File: src/rtl/cache_meta_array.sv
// 2-way set-associative cache metadata (valid/dirty/tag per way, LRU per set) with
// combinational lookup/victim select, registered fill/touch updates and a flush walker.
module cache_meta_array #(
    parameter int BLKIDX_BIT = 4,
    parameter int TAG_BIT    = 20
) (
    input  logic                  clk,
    input  logic                  rst,
    input  logic [BLKIDX_BIT-1:0] lk_blkidx,
    input  logic [TAG_BIT-1:0]    lk_tag,
    output logic                  lk_hit,
    output logic                  lk_hit_way,
    output logic                  lk_victim_way,
    output logic                  lk_victim_valid,
    output logic                  lk_victim_dirty,
    output logic [TAG_BIT-1:0]    lk_victim_tag,
    input  logic                  upd_en,
    input  logic                  upd_fill,
    input  logic [BLKIDX_BIT-1:0] upd_blkidx,
    input  logic                  upd_way,
    input  logic [TAG_BIT-1:0]    upd_tag,
    input  logic                  upd_dirty,
    input  logic                  flush_req,
    output logic                  busy,
    output logic                  flush_done,
    output logic                  wb_valid,
    input  logic                  wb_ready,
    output logic [BLKIDX_BIT-1:0] wb_blkidx,
    output logic                  wb_way,
    output logic [TAG_BIT-1:0]    wb_tag
);
    localparam int SETS = 1 << BLKIDX_BIT;
    localparam int PW   = BLKIDX_BIT + 1;

    typedef enum logic [1:0] {IDLE, SCAN, WB, DONE} state_t;

    logic               valid_q [2][SETS];
    logic               dirty_q [2][SETS];
    logic [TAG_BIT-1:0] tag_q   [2][SETS];
    logic               lru_q   [SETS];

    state_t                state_q, state_d;
    logic [PW-1:0]         ptr_q, ptr_d;
    logic                  clr;
    logic [BLKIDX_BIT-1:0] ptr_set;
    logic                  ptr_way;
    logic                  ptr_last;

    assign ptr_set  = ptr_q[PW-1:1];
    assign ptr_way  = ptr_q[0];
    assign ptr_last = &ptr_q;

    // Lookup: way 0 wins when both ways hold the same tag.
    logic hit0, hit1, v0, v1;
    assign v0   = valid_q[0][lk_blkidx];
    assign v1   = valid_q[1][lk_blkidx];
    assign hit0 = v0 && (tag_q[0][lk_blkidx] == lk_tag);
    assign hit1 = v1 && (tag_q[1][lk_blkidx] == lk_tag);

    assign lk_hit          = (hit0 || hit1) && !busy;
    assign lk_hit_way      = !hit0 && hit1;
    assign lk_victim_way   = !v0 ? 1'b0 : (!v1 ? 1'b1 : lru_q[lk_blkidx]);
    assign lk_victim_valid = valid_q[lk_victim_way][lk_blkidx];
    assign lk_victim_dirty = dirty_q[lk_victim_way][lk_blkidx];
    assign lk_victim_tag   = tag_q[lk_victim_way][lk_blkidx];

    assign busy      = (state_q == SCAN) || (state_q == WB);
    assign wb_blkidx = wb_valid ? ptr_set : '0;
    assign wb_way    = wb_valid ? ptr_way : 1'b0;
    assign wb_tag    = wb_valid ? tag_q[ptr_way][ptr_set] : '0;

    always_ff @(posedge clk) begin
        if (rst) begin
            state_q <= IDLE;
            ptr_q   <= '0;
        end else begin
            state_q <= state_d;
            ptr_q   <= ptr_d;
        end
    end

    always_comb begin
        state_d    = state_q;
        ptr_d      = ptr_q;
        clr        = 1'b0;
        flush_done = 1'b0;
        wb_valid   = 1'b0;
        case (state_q)
            IDLE: if (flush_req) state_d = SCAN;
            SCAN: begin
                if (valid_q[ptr_way][ptr_set] && dirty_q[ptr_way][ptr_set]) begin
                    state_d = WB;
                end else begin
                    clr     = 1'b1;
                    ptr_d   = ptr_q + PW'(1);
                    state_d = ptr_last ? DONE : SCAN;
                end
            end
            WB: begin
                wb_valid = 1'b1;
                if (wb_ready) begin
                    clr     = 1'b1;
                    ptr_d   = ptr_q + PW'(1);
                    state_d = ptr_last ? DONE : SCAN;
                end
            end
            DONE: begin
                flush_done = 1'b1;
                state_d    = IDLE;
            end
            default: state_d = IDLE;
        endcase
    end

    // Flush clears only happen while busy, so they never collide with an update.
    always_ff @(posedge clk) begin
        if (rst) begin
            for (int s = 0; s < SETS; s++) begin
                lru_q[s] <= 1'b0;
                for (int w = 0; w < 2; w++) begin
                    valid_q[w][s] <= 1'b0;
                    dirty_q[w][s] <= 1'b0;
                    tag_q[w][s]   <= '0;
                end
            end
        end else begin
            if (clr) begin
                valid_q[ptr_way][ptr_set] <= 1'b0;
                dirty_q[ptr_way][ptr_set] <= 1'b0;
                lru_q[ptr_set]            <= 1'b0;
            end
            if (upd_en && !busy) begin
                lru_q[upd_blkidx] <= ~upd_way;
                if (upd_fill) begin
                    valid_q[upd_way][upd_blkidx] <= 1'b1;
                    tag_q[upd_way][upd_blkidx]   <= upd_tag;
                    dirty_q[upd_way][upd_blkidx] <= upd_dirty;
                end else begin
                    dirty_q[upd_way][upd_blkidx] <= dirty_q[upd_way][upd_blkidx] | upd_dirty;
                end
            end
        end
    end
endmodule
File: config.mk
export PLATFORM = sky130hd
export DESIGN_NAME = cache_meta_array
export DESIGN_NICKNAME = d
export VERILOG_FILES = /design/src/rtl/cache_meta_array.sv
export SDC_FILE = /design/constraint.sdc
export NUM_CORES = 2
export LEC_CHECK = 0
export BUFFER_PORTS_ARGS = -buffer_cell sky130_fd_sc_hd__buf_2
export CAP_MARGIN = 20
export CORE_MARGIN = 5
export CORE_UTILIZATION = 45
export CTS_BUF_LIST = sky130_fd_sc_hd__clkbuf_8
export CTS_CLUSTER_DIAMETER = 50
export CTS_CLUSTER_SIZE = 25
export DETAILED_ROUTE_END_ITERATION = 8
export GPL_ROUTABILITY_DRIVEN = 0
export MAX_ROUTING_LAYER = met4
export PLACE_DENSITY = 0.72
export SLEW_MARGIN = 20
export SYNTH_ARGS = -nofsm -noshare
export SYNTH_HDL_FRONTEND = slang
export SYNTH_SLANG_ARGS = --single-unit
File: constraint.sdc
create_clock -name clk -period 7.3 [get_ports clk]
set_input_delay 2.19 -clock clk [delete_from_list [all_inputs] [get_ports clk]]
set_output_delay 2.19 -clock clk [all_outputs]
set_load 0.005 [all_outputs]
Yosys cells after proc, flatten, opt, wreduce, memory -nomap -nowiden
Memories as Yosys holds them, arrays and structs flattened. A register that Yosys moved wholly into a read port is not among the register bits.
Index checks and enable logic that the tools add are counted.
{"block": "totals", "input_bits": 56, "output_inout_bits": 53, "mem_bits_rw": 720, "reg_bits": 7, "mem_count": 4}
{"block": "classes", "muxes": 118, "n_addsub": 1, "n_reduce_logical": 24, "magnitude_cmp": 5, "eq_ne": 8, "bitwise_logic": 21}
{"name": "tag_q", "words": 2, "width": 320, "read_ports": 4, "rd_ports_with_merged_regs": 1, "wr": 2, "line": "39", "source": "logic [TAG_BIT-1:0] tag_q [2][SETS];"}
{"name": "dirty_q", "words": 2, "width": 16, "read_ports": 3, "rd_ports_with_merged_regs": 1, "wr": 2, "line": "38", "source": "logic dirty_q [2][SETS];"}
{"name": "valid_q", "words": 2, "width": 16, "read_ports": 4, "rd_ports_with_merged_regs": 1, "wr": 2, "line": "37", "source": "logic valid_q [2][SETS];"}
{"name": "lru_q", "words": 16, "width": 1, "read_ports": 1, "rd_ports_with_merged_regs": 0, "wr": 16, "line": "40", "source": "logic lru_q [SETS];"}
{"operator": "320-bit two-way mux", "n": 3}
{"operator": "20-bit binary-select mux with 4-bit select", "n": 4}
{"operator": "320-bit OR reduction", "n": 1}
{"operator": "20-bit two-way mux", "n": 10}
{"operator": "16-bit two-way mux", "n": 11}
{"operator": "20-bit demux with 4-bit select", "n": 1}
{"operator": "1-bit two-way mux", "n": 68}
{"operator": "16-bit OR reduction", "n": 4}
{"operator": "20-bit == test", "n": 2}
{"operator": "1-bit binary-select mux with 4-bit select", "n": 7}
{"operator": "1-bit bitwise OR", "n": 17}
{"operator": "5-bit greater-or-equal comparator, second input constant", "n": 3}
{"operator": "4-bit inverter with 5-bit output", "n": 3}
{"operator": "4-bit two-way mux", "n": 3}
{"operator": "5-bit by 1-bit less-than comparator with 1-bit output, second input constant", "n": 2}
{"operator": "5-bit two-way mux", "n": 2}
{"operator": "5-bit case mux with 2 select lines", "n": 1}
{"operator": "1-bit demux with 4-bit select", "n": 2}
{"operator": "1-bit logical AND", "n": 8}
{"operator": "2-bit two-way mux", "n": 4}
{"operator": "2-bit case mux with 4 select lines", "n": 1}
{"operator": "2-bit != test, second input constant", "n": 3}
{"operator": "5-bit by 1-bit adder with 5-bit output, second input constant", "n": 1}
{"operator": "5-bit AND reduction", "n": 1}
{"operator": "11 further kinds", "n": 15}

Longest topological paths before layout
{"block": "logic_depth", "ltp_word": 13, "mapped_depth": 14, "ltp_nobuf": 9}

Worst setup path before layout
No wires, ideal clock.
{"block": "synth_timing", "path_kind": "input port to output port", "start": "input port lk_blkidx[0]", "end": "output port lk_hit", "stages": 13, "required_ns": 5.110, "arrival_time_ns": 4.945, "setup_slack_ns": 0.165, "cell_sequence": "buf_6 > buf_6 > buf_6 > buf_6 > buf_2 > buf_2 > mux4_2 > a211oi_1 > a21oi_1 > xor2_1 > nor4_1 > nand4_1 > a21oi_1"}
{"block": "synth_via", "elab_chain_len": 8}
{"element": "start: declaration", "line": "9", "source": "input logic [BLKIDX_BIT-1:0] lk_blkidx,"}
{"element": "4-bit inverter with 5-bit output (implied by the code) (*)"}
{"element": "20-bit binary-select mux with 4-bit select (on tied branches)", "line": "57, 58"}
{"element": "20-bit two-way mux (on tied branches) (2 in series)", "line": "57, 58"}
{"element": "20-bit == test (on tied branches)", "line": "57, 58"}
{"element": "1-bit logical AND (on tied branches)", "line": "57, 58"}
{"element": "1-bit logical OR (*)", "line": "60", "source": "assign lk_hit = (hit0 || hit1) && !busy;"}
{"element": "1-bit logical AND (*)", "line": "60"}
{"element": "end: declaration", "line": "11", "source": "output logic lk_hit,"}
Every way passes the cells marked *; elsewhere a longest branch is shown, timed or not. The select of a mux whose other input is x is not followed.

Worst setup path in the final report
Same ends and word-level chain as after synthesis.

==> out/results.ini <==
[grt]
gr-usage-all-layers_pct=33.9
grt-ovfl-total=0
grt_pass1_wl_mm=246
grt_max_degree=76
antenna_found_initial=23
grt_pass1_vias=31800

[timing]
post-route-min-period_ps=7720
worst_hold_slack_ps=574
finalSetupViolCount=23
fin_worst_skew_ps=67.1
slew-limit-headroom_pct=12.9
timing.final.hold_violations=0
tightest_slew_ps=1300
rsz0062_at_grt=true
timing.final.max_slew_violations=0
period_share_pct=106
finalWorstSetupSlack_ps=-420
fmax_mhz=130

[clock_tree]
h-tree-depth=3
clockRootBuffer=clkbuf_8
cts_buffers=75
clk_pin_slew_ps=90
clk_path_buf_depth=3
cts_tree=built
insertion_delay_ps=780
clkSinkCount=728
holdBufCountCts=0

[synth]
syn_nets=3115
ys_seq_elements=728
avgSynthCellArea_sq_um=14.7
yosys-mux-area-fraction_pct=30.8
synth_compound_area_share_pct=3.29
synth-edff-count=720
syn_inst=3052
ys_types=53
yosysSeqAreaShare_pct=48.5
synthAdderAreaFrac_pct=0.195
synthXorXnorAreaFrac_pct=0.839
yosys.area_share.simple_pct=13.0
yosys_warnings=0
synth_top_family_by_area=multiplexers
async_reset_ff_share_pct=0
synth_area_sq_um=44900
synth_flop_cell=edfxtp_1

[power_and_ir_drop]
ir_drop_v=0.000129
combPwrFrac_pct=21.0
intPower_mw=7.11
p_sw_mw=3.23
p_seq_share_pct=47.8
total_leakage_power_nw=18.0
power.density_nw_per_um2=202
pwr-share-clk_pct=31.2
switching_share_pct=31.3

[critical_path]
reg2reg_setup_slack_ps=2770
crit_cells=13
path_class=primary input to primary output
startpoint=lk_blkidx[0]
start_kind=primary input
crit_end=lk_hit
r2r-end=dirty_q[0][2]$_SDFFCE_PN0P_
cpMaxStageDelayCell=or4_4
crit_chain=buf_16, buf_12, mux4_2, mux4_2, xnor2_2, buf_4, nand4_1, nor4_1, buf_4, nand3_4, or4_4, a21oi_2, buf_2
crit_path_max_fanout=8
critical-path-top-delay-family=simple AND/OR/NAND/NOR gates
crit_buf_inv=5
cp_data_arrival_time_ps=5530
crit_required_ps=5110
crit_path_max_incr_delay_ps=590
endpoint_kind=primary output
ff2ff_path_depth=8

[layout]
register_area_sq_um=21800
fillerInstances=7909
multiInputGateArea_sq_um=22500
drive_gt1_share_pct=37.8
utilization_pct=51.7
final_net_count=3208
syn2layout_area_growth_pct=13.8

[floorplanning]
dieHeight_um=326
io_pins=109
coreArea_sq_um=98700
dieArea_sq_um=106000
num_rows=115
die_w_um=326
start_util_pct=45.5

[route]
first_pass_iters=8
antenna_left=0
drcViolationCount=0
avgViaCountPerCell=7.34
via_count=33200
wl_mm=179
drt_iter0_markers=6301
wl_per_cell_um=39.5

[status]
status=finished with violations
violations=negative setup slack

[place]
io_buffers=108
hpwl_mm=108

[flow_run]
drv_cap=0

[min_path]
hold_path_class=register to register

cell usage in the layout, fill, tap and decap left out, types with 9 or more instances in the layout:
| cell | count |
|---|---|
| edfxtp_1 | 720 |
| and2_1 | 620 |
| mux4_2 | 563 |
| buf_4 | 170 |
| mux2i_1 | 105 |
| buf_2 | 100 |
| nor2_1 | 86 |
| clkbuf_8 | 79 |
| nand2_1 | 70 |
| and3_1 | 49 |
| o21ai_0 | 46 |
| nor2b_1 | 38 |
| buf_12 | 29 |
| diode_2 | 27 |
| a21oi_1 | 27 |
| nand3_1 | 26 |
| o22ai_1 | 24 |
| xor2_1 | 22 |
| or2_2 | 20 |
| nor3_2 | 20 |
| nor3_1 | 20 |
| xnor2_1 | 18 |
| buf_6 | 16 |
| o21ai_4 | 15 |
| inv_1 | 15 |
| o22ai_2 | 14 |
| nor2_4 | 14 |
| buf_8 | 13 |
| a21oi_2 | 12 |
| buf_16 | 12 |
| a211oi_1 | 11 |
| a211oi_2 | 9 |
| a22o_1 | 9 |
| a21o_1 | 9 |
| inv_8 | 9 |
| clkinv_8 | 9 |
cells by family after synthesis:
group | count (synthesis)
AOI/OAI and AO/OA | 234
muxes | 678
and+or+nand+nor | 1014
buffers and inverters | 348
adders and majority gates | 7
xor gates and xnor gates | 43
DFF | 728
stage by stage:
step                std cells  area [sq um]  setup TNS [ps]  total power [mW]  setup WS [ps]
floorplan                3052         44900               0              6.17            165
global placement         4318         47800           -8800              6.90           -704
detailed placement       4320         47900           -9260              6.92           -621
CTS                      4488         50700           -5030              10.2           -388
global route             4506         51000           -7840              10.6           -490
finish                   4519         51100           -7010              10.3           -420
how the worst min path moves through the flow:
| stage | cells past startpoint | startpoint | endpoint | slack, ps |
|---|---|---|---|---|
| global placement | 2 | state_q[1]$_SDFFE_PP0P_ | state_q[1]$_SDFFE_PP0P_ | 550 |
| floorplan | 2 | state_q[1]$_SDFFE_PP0P_ | state_q[1]$_SDFFE_PP0P_ | 510 |
| global route | 2 | state_q[1]$_SDFFE_PP0P_ | state_q[1]$_SDFFE_PP0P_ | 630 |
| detailed placement | 2 | state_q[1]$_SDFFE_PP0P_ | state_q[1]$_SDFFE_PP0P_ | 560 |
| CTS | 2 | state_q[1]$_SDFFE_PP0P_ | state_q[1]$_SDFFE_PP0P_ | 580 |
| finish | 2 | state_q[1]$_SDFFE_PP0P_ | state_q[1]$_SDFFE_PP0P_ | 570 |
synth_stat cells (4+ instances only):
| cell | number | share of area [%] |
|---|---|---|
| xnor2_1 | 21 | 0.41 |
| or2_0 | 9 | 0.13 |
| buf_2 | 64 | 0.71 |
| xor2_1 | 22 | 0.43 |
| edfxtp_1 | 720 | 48 |
| mux2i_1 | 112 | 2.5 |
| nand3_1 | 29 | 0.32 |
| nor2b_1 | 41 | 0.57 |
| nand2_1 | 71 | 0.59 |
| nand4_1 | 6 | 0.084 |
| a22o_1 | 9 | 0.18 |
| and3_1 | 49 | 0.68 |
| clkbuf_1 | 225 | 1.9 |
| o221ai_1 | 5 | 0.098 |
| nor2_1 | 103 | 0.86 |
| buf_4 | 13 | 0.22 |
| nor3_1 | 41 | 0.46 |
| a22oi_1 | 16 | 0.27 |
| ha_1 | 7 | 0.20 |
| inv_1 | 16 | 0.13 |
| a31o_2 | 7 | 0.14 |
| a221oi_1 | 4 | 0.078 |
| a21oi_1 | 44 | 0.49 |
| o21ai_0 | 60 | 0.67 |
| a211oi_1 | 22 | 0.37 |
| dfxtp_1 | 8 | 0.36 |
| buf_6 | 5 | 0.13 |
| and2_1 | 620 | 8.6 |
| or2_2 | 22 | 0.31 |
| buf_1 | 23 | 0.19 |
| nor4_1 | 8 | 0.11 |
| o22ai_1 | 39 | 0.54 |
| a31oi_1 | 7 | 0.098 |
| mux4_2 | 563 | 28 |
| a21o_1 | 9 | 0.15 |
power by group through the flow:
stage	Sequential, mW	Combinational (mW)	Clock [mW]
floorplan	4.92	1.25	0
global placement	5.01	1.89	0
detailed placement	5.02	1.90	0
CTS	4.93	2.07	3.19
global route	4.95	2.23	3.37
finish	4.94	2.17	3.22
metal layers:
metal / GRT usage (%) / vias to the layer above / routed length (um) / part of all wire, %
li1: - / 12200 / - / -
met1: 39.5 / 16300 / 55500 / 31
met5: - / - / 0 / 0
met3: 12.6 / 960 / 29000 / 16
met4: 23.0 / 0 / 15600 / 8.7
met2: 49.2 / 3660 / 78600 / 44
state kept, by name (all words and copies together) (netlist names), named ones only:
signal / count
dirty_q: 32
ptr_q: 5
tag_q: 640
lru_q: 16
state_q: 2
valid_q: 32
area by class of cell:
cell class,instances,share of cell area [%]
Multi-Input combinational cell,1976,44.0
Clock inverter,58,1.48
Inverter,18,0.132
Timing Repair Buffer,346,6.32
Antenna cell,27,0.132
Tap cell,1287,3.15
Sequential cell,728,42.7
Clock buffer,79,2.13
worst reg2reg max path, cell delays in order, from the launching register on:
cell,delay (ps)
dfxtp_4,870
buf_12,440
o21ai_0,290
mux4_2,560
mux4_2,550
o21ai_2,640
a31oi_1,330
or2_2,400
o21ai_0,180
repair_timing:
action | in CTS | in global routing
gates cloned | 7 | 4
hold endpoints to repair | 0 | 0
setup buffers | 27 | 9
endpoints found under the setup margin | 24 | 24
pin swaps | 26 | 34
gates resized for setup | 128 | 45
(Power assumes the default switching activity.)
